## src/rtl/io_arb_pkg.sv

```systemverilog
// Shared types and constants for the two-master I/O bus arbiter.
package io_arb_pkg;

   localparam int IO_ADDR_W = 8;
   localparam int IO_DATA_W = 8;

   localparam logic M_CPU = 1'b0;
   localparam logic M_AUX = 1'b1;

   typedef enum logic [1:0] {
      IDLE  = 2'd0,
      ISSUE = 2'd1,
      RWAIT = 2'd2,
      ACK   = 2'd3
   } arb_state_e;

   typedef struct packed {
      logic                 we;
      logic [IO_ADDR_W-1:0] addr;
      logic [IO_DATA_W-1:0] wdata;
   } io_cmd_t;

endpackage

```

## src/rtl/io_arb_pick.sv

```systemverilog
// Combinational winner selection between the two masters.
// IO_ARB_ROUND_ROBIN_EN selects round-robin on ties; otherwise master 0 always wins.
module io_arb_pick
   import io_arb_pkg::*;
(
   input  logic req0_i,
   input  logic req1_i,
   input  logic prio_i,
   output logic gnt_valid_o,
   output logic winner_o
);

   // Tie-break: prio_i names the master preferred on a simultaneous request.
   always_comb begin
      gnt_valid_o = req0_i | req1_i;
`ifdef IO_ARB_ROUND_ROBIN_EN
      if (req0_i && req1_i) begin
         winner_o = prio_i;
      end else if (req1_i) begin
         winner_o = M_AUX;
      end else begin
         winner_o = M_CPU;
      end
`else
      if (req0_i) begin
         winner_o = M_CPU;
      end else if (req1_i) begin
         winner_o = M_AUX;
      end else begin
         winner_o = M_CPU;
      end
`endif
   end

`ifndef IO_ARB_ROUND_ROBIN_EN
   logic unused_prio;
   assign unused_prio = prio_i;
`endif

endmodule

```

## src/rtl/io_bus_arbiter.sv

```systemverilog
// Two-master arbiter/sequencer for the shared peripheral I/O bus.
// Define IO_ARB_ROUND_ROBIN_EN for round-robin ties; default is fixed priority to master 0.
module io_bus_arbiter
   import io_arb_pkg::*;
#(
   parameter int ADDR_W = IO_ADDR_W,
   parameter int DATA_W = IO_DATA_W
) (
   input  logic              clk,
   input  logic              rst,
   input  logic              m0_req,
   input  logic              m0_we,
   input  logic [ADDR_W-1:0] m0_addr,
   input  logic [DATA_W-1:0] m0_wdata,
   output logic              m0_ack,
   output logic [DATA_W-1:0] m0_rdata,
   input  logic              m1_req,
   input  logic              m1_we,
   input  logic [ADDR_W-1:0] m1_addr,
   input  logic [DATA_W-1:0] m1_wdata,
   output logic              m1_ack,
   output logic [DATA_W-1:0] m1_rdata,
   output logic [ADDR_W-1:0] bus_addr,
   output logic [DATA_W-1:0] bus_dout,
   output logic              bus_w_en,
   output logic              bus_r_en,
   input  logic [DATA_W-1:0] bus_din,
   output logic              busy
);

   arb_state_e        state_q, state_d;
   io_cmd_t           cmd_q, cmd_d;
   logic              owner_q, owner_d;
   logic              prio_q, prio_d;
   logic              w_en_q, w_en_d;
   logic              r_en_q, r_en_d;
   logic              ack0_q, ack0_d;
   logic              ack1_q, ack1_d;
   logic              busy_q, busy_d;
   logic [DATA_W-1:0] rdata0_q, rdata0_d;
   logic [DATA_W-1:0] rdata1_q, rdata1_d;
   logic              gnt_valid;
   logic              winner;

   io_arb_pick u_pick (
      .req0_i      (m0_req),
      .req1_i      (m1_req),
      .prio_i      (prio_q),
      .gnt_valid_o (gnt_valid),
      .winner_o    (winner)
   );

   // Next-state logic; outputs are computed one cycle ahead so they leave flops.
   always_comb begin
      state_d  = state_q;
      cmd_d    = cmd_q;
      owner_d  = owner_q;
      prio_d   = prio_q;
      w_en_d   = 1'b0;
      r_en_d   = 1'b0;
      ack0_d   = 1'b0;
      ack1_d   = 1'b0;
      rdata0_d = rdata0_q;
      rdata1_d = rdata1_q;
      case (state_q)
         IDLE: begin
            if (gnt_valid) begin
               owner_d = winner;
               if (winner == M_AUX) begin
                  cmd_d = '{we: m1_we, addr: m1_addr, wdata: m1_wdata};
               end else begin
                  cmd_d = '{we: m0_we, addr: m0_addr, wdata: m0_wdata};
               end
               w_en_d  = cmd_d.we;
               r_en_d  = ~cmd_d.we;
               state_d = ISSUE;
            end else begin
               state_d = IDLE;
            end
         end
         ISSUE: begin
            if (cmd_q.we) begin
               ack0_d  = (owner_q == M_CPU);
               ack1_d  = (owner_q == M_AUX);
               state_d = ACK;
            end else begin
               state_d = RWAIT;
            end
         end
         RWAIT: begin
            // Peripherals register dout, so bus_din is valid one cycle after the strobe.
            if (owner_q == M_AUX) begin
               rdata1_d = bus_din;
            end else begin
               rdata0_d = bus_din;
            end
            ack0_d  = (owner_q == M_CPU);
            ack1_d  = (owner_q == M_AUX);
            state_d = ACK;
         end
         ACK: begin
            prio_d  = ~owner_q;
            state_d = IDLE;
         end
         default: begin
            state_d = IDLE;
         end
      endcase
      busy_d = (state_d != IDLE);
   end

   // State and registered outputs.
   always_ff @(posedge clk or posedge rst) begin
      if (rst) begin
         state_q  <= IDLE;
         cmd_q    <= '0;
         owner_q  <= M_CPU;
         prio_q   <= M_CPU;
         w_en_q   <= 1'b0;
         r_en_q   <= 1'b0;
         ack0_q   <= 1'b0;
         ack1_q   <= 1'b0;
         busy_q   <= 1'b0;
         rdata0_q <= '0;
         rdata1_q <= '0;
      end else begin
         state_q  <= state_d;
         cmd_q    <= cmd_d;
         owner_q  <= owner_d;
         prio_q   <= prio_d;
         w_en_q   <= w_en_d;
         r_en_q   <= r_en_d;
         ack0_q   <= ack0_d;
         ack1_q   <= ack1_d;
         busy_q   <= busy_d;
         rdata0_q <= rdata0_d;
         rdata1_q <= rdata1_d;
      end
   end

   assign bus_addr = cmd_q.addr;
   assign bus_dout = cmd_q.wdata;
   assign bus_w_en = w_en_q;
   assign bus_r_en = r_en_q;
   assign m0_ack   = ack0_q;
   assign m1_ack   = ack1_q;
   assign m0_rdata = rdata0_q;
   assign m1_rdata = rdata1_q;
   assign busy     = busy_q;

endmodule

```

## config.mk

```make
export PLATFORM = sky130hd
export DESIGN_NAME = io_bus_arbiter
export DESIGN_NICKNAME = d
export VERILOG_FILES = /design/src/rtl/io_arb_pkg.sv /design/src/rtl/io_arb_pick.sv /design/src/rtl/io_bus_arbiter.sv
export SDC_FILE = /design/constraint.sdc
export NUM_CORES = 1
export LEC_CHECK = 0
export ABC_AREA = 1
export CORE_ASPECT_RATIO = 0.9
export CORE_MARGIN = 2
export CORE_UTILIZATION = 46
export DETAILED_ROUTE_END_ITERATION = 7
export PLACE_DENSITY = 0.85
export SLEW_MARGIN = 30
export SYNTH_ARGS = -nofsm -noshare
export SYNTH_HDL_FRONTEND = slang
export SYNTH_HIERARCHICAL = 1
export SYNTH_SLANG_ARGS = --single-unit
```

## constraint.sdc

```tcl
create_clock -name clk -period 3.5 [get_ports clk]
set_clock_uncertainty 0.1 [all_clocks]
set_input_delay 0.7 -clock clk [delete_from_list [all_inputs] [get_ports clk]]
set_output_delay 0.7 -clock clk [all_outputs]
set_load 0.03 [all_outputs]
```

==> reports/results.md, run 1 <==
- **post-synthesis average cell area** 8.26 um2
- **cts hold-fix bufs** 0
- **Sink Count** 41
- **total congestion overflow** 0
- **initial antenna violation count** 0
- **logic depth of the worst path, buffers included** 1
- **CP bufs+invs** 1
- **io pins** 83
- **Post-Route Setup TNS** 0 ns
- **number of global-route vias before repair** 1550
- **mean routed wirelength per cell** 11.4 um
- **power share of the combinational group** 52.9%
- **worst setup path end** m1_rdata[1]
- **DIE HEIGHT** 66.0 um
- **Final min period** 2.14 ns
- **share of cells above drive strength 1** 7.54%
- **horizontal extent of the die** 72.9 um
- **Critical Path Source Type** register
- **maxcap violations** 0
- **static power due to leakage** 0.00142 uW
- **die footprint** 4810 um2
- **internal cell power** 1420 uW
- **worst max-slew margin expressed relative to the limit** 55.6%
- **Worst Setup Path Type** reg -> out
- **cells along the critical path** clkdlybuf4s50_1
- **Fin. Hold Viols** 0
- **Std-Cell Rows** 22
- **kind of end point of the critical path** primary output
- **area growth from synthesis to final layout** 41.0%
- **core footprint** 4100 um2
- **half-perimeter wire length after detailed placement** 3110 um
- **worst-case reg-to-reg path depth** 6
- **global-route wire length before repair** 6760 um
- **routed wire length** 4030 um
- **final worst-path setup slack** 1.36 ns
- **Final period util** 61.2%
- **number of gates resized after CTS** 0
- **Clk pwr share** 14.5%
- **number of H-tree branching levels** 2
- **area of the mapped netlist** 1970 um2
- **portion of total power attributed to sequential cells** 32.7%
- **critical path data required time** 2.70 ns
- **gate count after technology mapping** 238
- **launch point of the worst path** m1_rdata[1]$_DFFE_PP0P_
- **detailed-route vias per instance** 4.57
- **setup slack on the worst flop-to-flop path** 1.84 ns
- **master cell of the clock root buffer** clkbuf_8
- **crit path DAT** 1.34 ns
- **result of the run** completed
- **vias after detailed routing** 1614
- **initial cell density of the core** 47.9%
- **number of buffers added on ports** 82
- **Iter 0 DRT Violations** 82
- **Worst Tran Pin Value** 0.661 ns
- **maximum number of pins on one net before global-route repair** 24
- **power density relative to cell area** 894 nW/um2
- **Clock Path Buffers** 2
- **fraction of power spent switching nets** 42.6%
- **Filler Cell Count** 322
- **class of the worst hold path** reg -> reg
- **Hold Slack** 0.378 ns
- **core occupancy in the finished layout** 67.6%
- **net count of the mapped netlist** 287
- **final RePlAce weighted congestion** 0.821
- **antenna violation net count after detailed routing** 0
- **warnings from Yosys** 6
- **total inserted antenna cells** 0
- **critical path's top delay family** buffers and inverters
- **net total in the final layout** 354
- **slowest cell on the critical path** clkdlybuf4s50_1
- **critical-path maximum fanout** 2
- **number of endpoints failing setup at the final stage** 0
- **Post CTS Setup Buffer Count** 0
- **Critical Path Max Stage Delay** 0.68 ns
- **setup repair after global routing missed its margin** false
- **TritonCTS clock tree** built
- **Setup Slack @ Placement** 1.15 ns
- **Critical R2R Capture** cmd_q[16]$_DFFE_PP0P_
- **clock slew at the register clock pins of the worst setup and hold paths** 0.08 ns
- **switching power** 1050 uW
- **Max IR drop VDD** 0.374 mV
- **clock buffers created by TritonCTS** 5
- **source of the worst register-to-register timing path** state_q[0]$_DFF_PP0_
- **Worst-Skew Late Latency** 0.28 ns
- **total DRC errors in the routed layout** 0
- **combined global-route utilization of all metal layers** 18.2%
- **Max Fclk** 467 MHz
- **router iterations before antenna repair** 4
- **max-slew violation total from the final report** 0
==> metal layers <==
layer	up-vias	global-route usage (%)	routed length, um
li1	828	-	-
met2	41	31.6	2110
met4	0	7.18	56
met1	741	22.5	1740
met5	-	0	0
met3	4	3.05	128
==> worst min-delay path by stage <==
stage / from / to / slack (ns) / cells past startpoint
5_1_grt: bus_addr[4]$_DFFE_PP0P_ / bus_addr[4]$_DFFE_PP0P_ / 0.41 / 2
4_1_cts: bus_addr[4]$_DFFE_PP0P_ / bus_addr[4]$_DFFE_PP0P_ / 0.38 / 2
3_5_place_dp: bus_addr[4]$_DFFE_PP0P_ / bus_addr[4]$_DFFE_PP0P_ / 0.36 / 2
3_3_place_gp: bus_dout[1]$_DFFE_PP0P_ / bus_dout[1]$_DFFE_PP0P_ / 0.36 / 2
6_report: bus_dout[3]$_DFFE_PP0P_ / bus_dout[3]$_DFFE_PP0P_ / 0.38 / 2
2_1_floorplan: cmd_q[16]$_DFFE_PP0P_ / cmd_q[16]$_DFFE_PP0P_ / 0.35 / 2
==> through the flow <==
stage | instances | total power, uW | instance area [um2]
floorplan | 238 | 1740 | 1970
finish | 353 | 2480 | 2770
detailed placement | 346 | 2140 | 2670
global placement | 346 | 2100 | 2670
global route | 353 | 2640 | 2770
CTS | 353 | 2500 | 2770
==> cell usage in the layout, fill, tap and decap left out <==
master and instances:
inv_6 1, inv_1 16, clkinv_1 1, nand2_4 1, clkdlybuf4s50_1 82, inv_2 2
clkbuf_8 5, nand2_1 125, nand3_1 1, clkinv_2 1, dfrtp_1 41, o21ai_1 1
bufinv_16 1, o21ai_2 8, ha_1 3, nor2_1 4, nand2_2 2, buf_4 2
o21ai_0 8
==> registers in the layout, summed over array words and instances, names as in the netlist <==
signal / count
cmd_q: 1
m0_rdata: 8
m0_ack: 1
bus_addr: 8
bus_w_en: 1
m1_rdata: 8
m1_ack: 1
bus_dout: 8
busy: 1
bus_r_en: 1
state_q: 2
owner_q: 1
==> tightest hold or removal path, cell delays in order (launching register included) <==
cell     delay (ns)
dfrtp_1        0.34
nand2_1        0.05
nand2_1        0.05
==> area by class of cell <==
cell class	count	area (um2)	share of cell area (%)
Sequential cell	41	1030	37.0
Timing Repair Buffer	84	836	30.2
Multi-Input combinational cell	153	666	24.0
Inverter	20	80.1	2.89
Clock buffer	5	68.8	2.48
Tap cell	48	60.1	2.17
Clock inverter	2	35.0	1.26
==> power by group through the flow <==
stage / sequential [uW] / clock, uW / combinational (uW)
after floorplan: 1010 / 0 / 736
after global placement: 809 / 0 / 1290
after detailed placement: 815 / 0 / 1320
after CTS: 810 / 363 / 1320
after global routing: 838 / 384 / 1420
final: 809 / 358 / 1310
Note: power is estimated with default switching activity, not from simulation.
==> inputs of run 2 (changes only) <==
CORE_UTILIZATION = 43   (was 46)
PLACE_DENSITY = 0.8   (was 0.85)
clock period = 2.15 ns   (was 3.5 ns; I/O delays follow)
==> run 2 against run 1 <==
Net effect:
- worst hold slack worse by 0.0078 ns
- core utilization is 3.9 points lower
- flip-flop and latch count stayed put
- total power is 64% higher
- final area is 1.8% higher
- die area is 6.6% higher
- global-route usage hardly changed
- critical path type unchanged
==> reports/results.md, run 2 (synthesis results as in run 1) <==
- **fraction of power spent switching nets** 42.5%, -0.060 points
- **Max Fclk** 532 MHz
- **Cell Count Post-Placement** 361, +4.3%
- **source of the worst register-to-register timing path** state_q[0]$_DFF_PP0_
- **io pins** 83, unchanged
- **global-route wire length before repair** 7010 um, +3.7%
- **cells along the critical path** clkdlybuf4s50_1
- **Clock Path Buffers** 2, unchanged
- **Post-Route Setup TNS** 0 ns, unchanged
- **DIE HEIGHT** 68.1 um, +3.2%
- **Critical Path Source Type** register
- **portion of total power attributed to sequential cells** 32.3%, -0.4 points
- **result of the run** completed
- **commonest non-fill, non-tap cells in the layout** 125 x nand2_1, 82 x clkdlybuf4s50_1, 41 x dfrtp_1, 16 x inv_1
- **Critical Path Max Stage Delay** 0.70 ns, +0.02 ns
- **Post-Route M1 WL** 1740 um, +0.17%
- **Clk pwr share** 14.8%, +0.3 points
- **net total in the final layout** 355, +0.28%
- **most common cell after layout, fill and taps aside** nand2_1
- **power density relative to cell area** 1440 nW/um2, +61%
- **final worst-path setup slack** 0.272 ns, -1.09 ns
- **critical path data required time** 1.62 ns, -1.08 ns
- **core occupancy in the finished layout** 63.7%, -3.9 points
- **routed length on met3** 206 um, +61%
- **routed wire length** 4220 um, +4.8%
- **power share of the combinational group** 53.0%, about the same
- **critical-path maximum fanout** 2, unchanged
- **class of the worst hold path** in -> async
- **clock buffers created by TritonCTS** 5, unchanged
- **uppermost layer routed** met4
- **total congestion overflow** 0, unchanged
- **launch point of the worst path** bus_addr[2]$_DFFE_PP0P_
- **internal cell power** 2330 uW, +64%
- **half-perimeter wire length after detailed placement** 3250 um, +4.5%
- **combined global-route utilization of all metal layers** 18.2%, -0.025 points
- **TritonCTS clock tree** built
- **maximum number of pins on one net before global-route repair** 42, +75%
- **routed length on met2** 2140 um, +1.6%
- **clock slew at the register clock pins of the worst setup and hold paths** 0.08 ns, about the same
- **share of cells above drive strength 1** 7.84%, +0.30 points
- **critical path's top delay family** buffers and inverters
- **Max IR drop VDD** 0.701 mV, +88%
- **max-slew violation total from the final report** 0, unchanged
- **crit path DAT** 1.35 ns, about the same
- **number of global-route vias before repair** 1595, +2.9%
- **kind of end point of the critical path** primary output
- **Fin. Hold Viols** 0, unchanged
- **total DRC errors in the routed layout** 0, unchanged
- **Std-Cell Rows** 23, +4.5%
- **Worst Setup Path Type** reg -> out
- **final std cells w/o fill** 368, +4.2%
- **static power due to leakage** 0.00143 uW, +0.89%
- **slowest cell on the critical path** clkdlybuf4s50_1
- **switching power** 1720 uW, +63%
- **total inserted antenna cells** 0, unchanged
- **Worst Tran Pin Value** 0.371 ns, -0.290 ns
- **Setup Slack @ Placement** 0.315 ns, -0.834 ns
- **initial antenna violation count** 0, unchanged
- **vias after detailed routing** 1623, +0.56%
- **detailed-route vias per instance** 4.41, -3.5%
- **initial cell density of the core** 44.4%, -3.6 points
- **Iter 0 DRT Violations** 70, -15%
- **number of H-tree branching levels** 2, unchanged
- **Worst-Skew Late Latency** 0.29 ns, about the same
- **Final min period** 1.88 ns
- **Filler Cell Count** 408, +27%
- **CP bufs+invs** 1, unchanged
- **final RePlAce weighted congestion** 0.757, -7.8%
- **cts hold-fix bufs** 0, unchanged
- **router iterations before antenna repair** 4, unchanged
- **area growth from synthesis to final layout** 43.5%
- **worst max-slew margin expressed relative to the limit** 75.2%, +20 points
- **mean routed wirelength per cell** 11.5 um, +0.54%
- **number of gates resized after CTS** 0, unchanged
- **setup repair after global routing missed its margin** false
- **maxcap violations** 0, unchanged
- **horizontal extent of the die** 75.3 um, +3.2%
- **die footprint** 5130 um2, +6.6%
- **Sink Count** 41, unchanged
- **number of endpoints failing setup at the final stage** 0, unchanged
- **core footprint** 4430 um2, +8.1%
- **antenna violation net count after detailed routing** 0, unchanged
- **number of buffers added on ports** 82, unchanged
- **Final period util** 87.4%
- **master cell of the clock root buffer** clkbuf_8
- **Post CTS Setup Buffer Count** 0, unchanged
run 2: final timing paths:
kind	to	cells after the start	slack (ns)
worst max-delay path	bus_addr[2]	1	0.27
worst min-delay path	m0_rdata[7]$_DFFE_PP0P_	3	0.37
worst max register to register	cmd_q[16]$_DFFE_PP0P_	6	0.71
worst min register to register	bus_dout[0]$_DFFE_PP0P_	2	0.38
max in group asynchronous	bus_addr[1]$_DFFE_PP0P_	3	1.38
min in group clk	bus_dout[0]$_DFFE_PP0P_	2	0.38
run 2: worst register-to-register path, cell delays in order (launching register included):
cell     delay (ns)
dfrtp_1        0.38
inv_1          0.08
ha_1           0.20
nand2_2        0.16
inv_2          0.27
nand2_1        0.11
nand2_1        0.07
run 2: through the flow:
stage	hold slack [ns]	cell area, um2	total power, uW
3_3_place_gp	0.364	2720	3450
6_report	0.370	2820	4060
3_5_place_dp	0.365	2720	3500
4_1_cts	0.378	2820	4100
5_1_grt	0.399	2820	4340
2_1_floorplan	0.349	1970	2840
run 2: area by class of cell:
cell class / instances / area (um2) / area share (%)
Sequential cell: 41 / 1030 / 36.4
Timing Repair Buffer: 85 / 868 / 30.8
Clock inverter: 2 / 35.0 / 1.24
Multi-Input combinational cell: 153 / 666 / 23.6
Clock buffer: 5 / 68.8 / 2.44
Inverter: 20 / 80.1 / 2.84
Tap cell: 62 / 77.6 / 2.75
run 2: power groups by stage:
stage / logic [uW] / registers [uW] / clock network, uW
6_report: 2150 / 1310 / 599
5_1_grt: 2340 / 1360 / 638
4_1_cts: 2180 / 1310 / 605
3_5_place_dp: 2170 / 1330 / 0
3_3_place_gp: 2130 / 1320 / 0
2_1_floorplan: 1200 / 1640 / 0
run 2: routing by layer:
metal,GRT usage [%],vias up
met3,5.89,12
met5,0,-
li1,-,826
met4,6.14,0
met1,21.8,742
met2,30.8,43
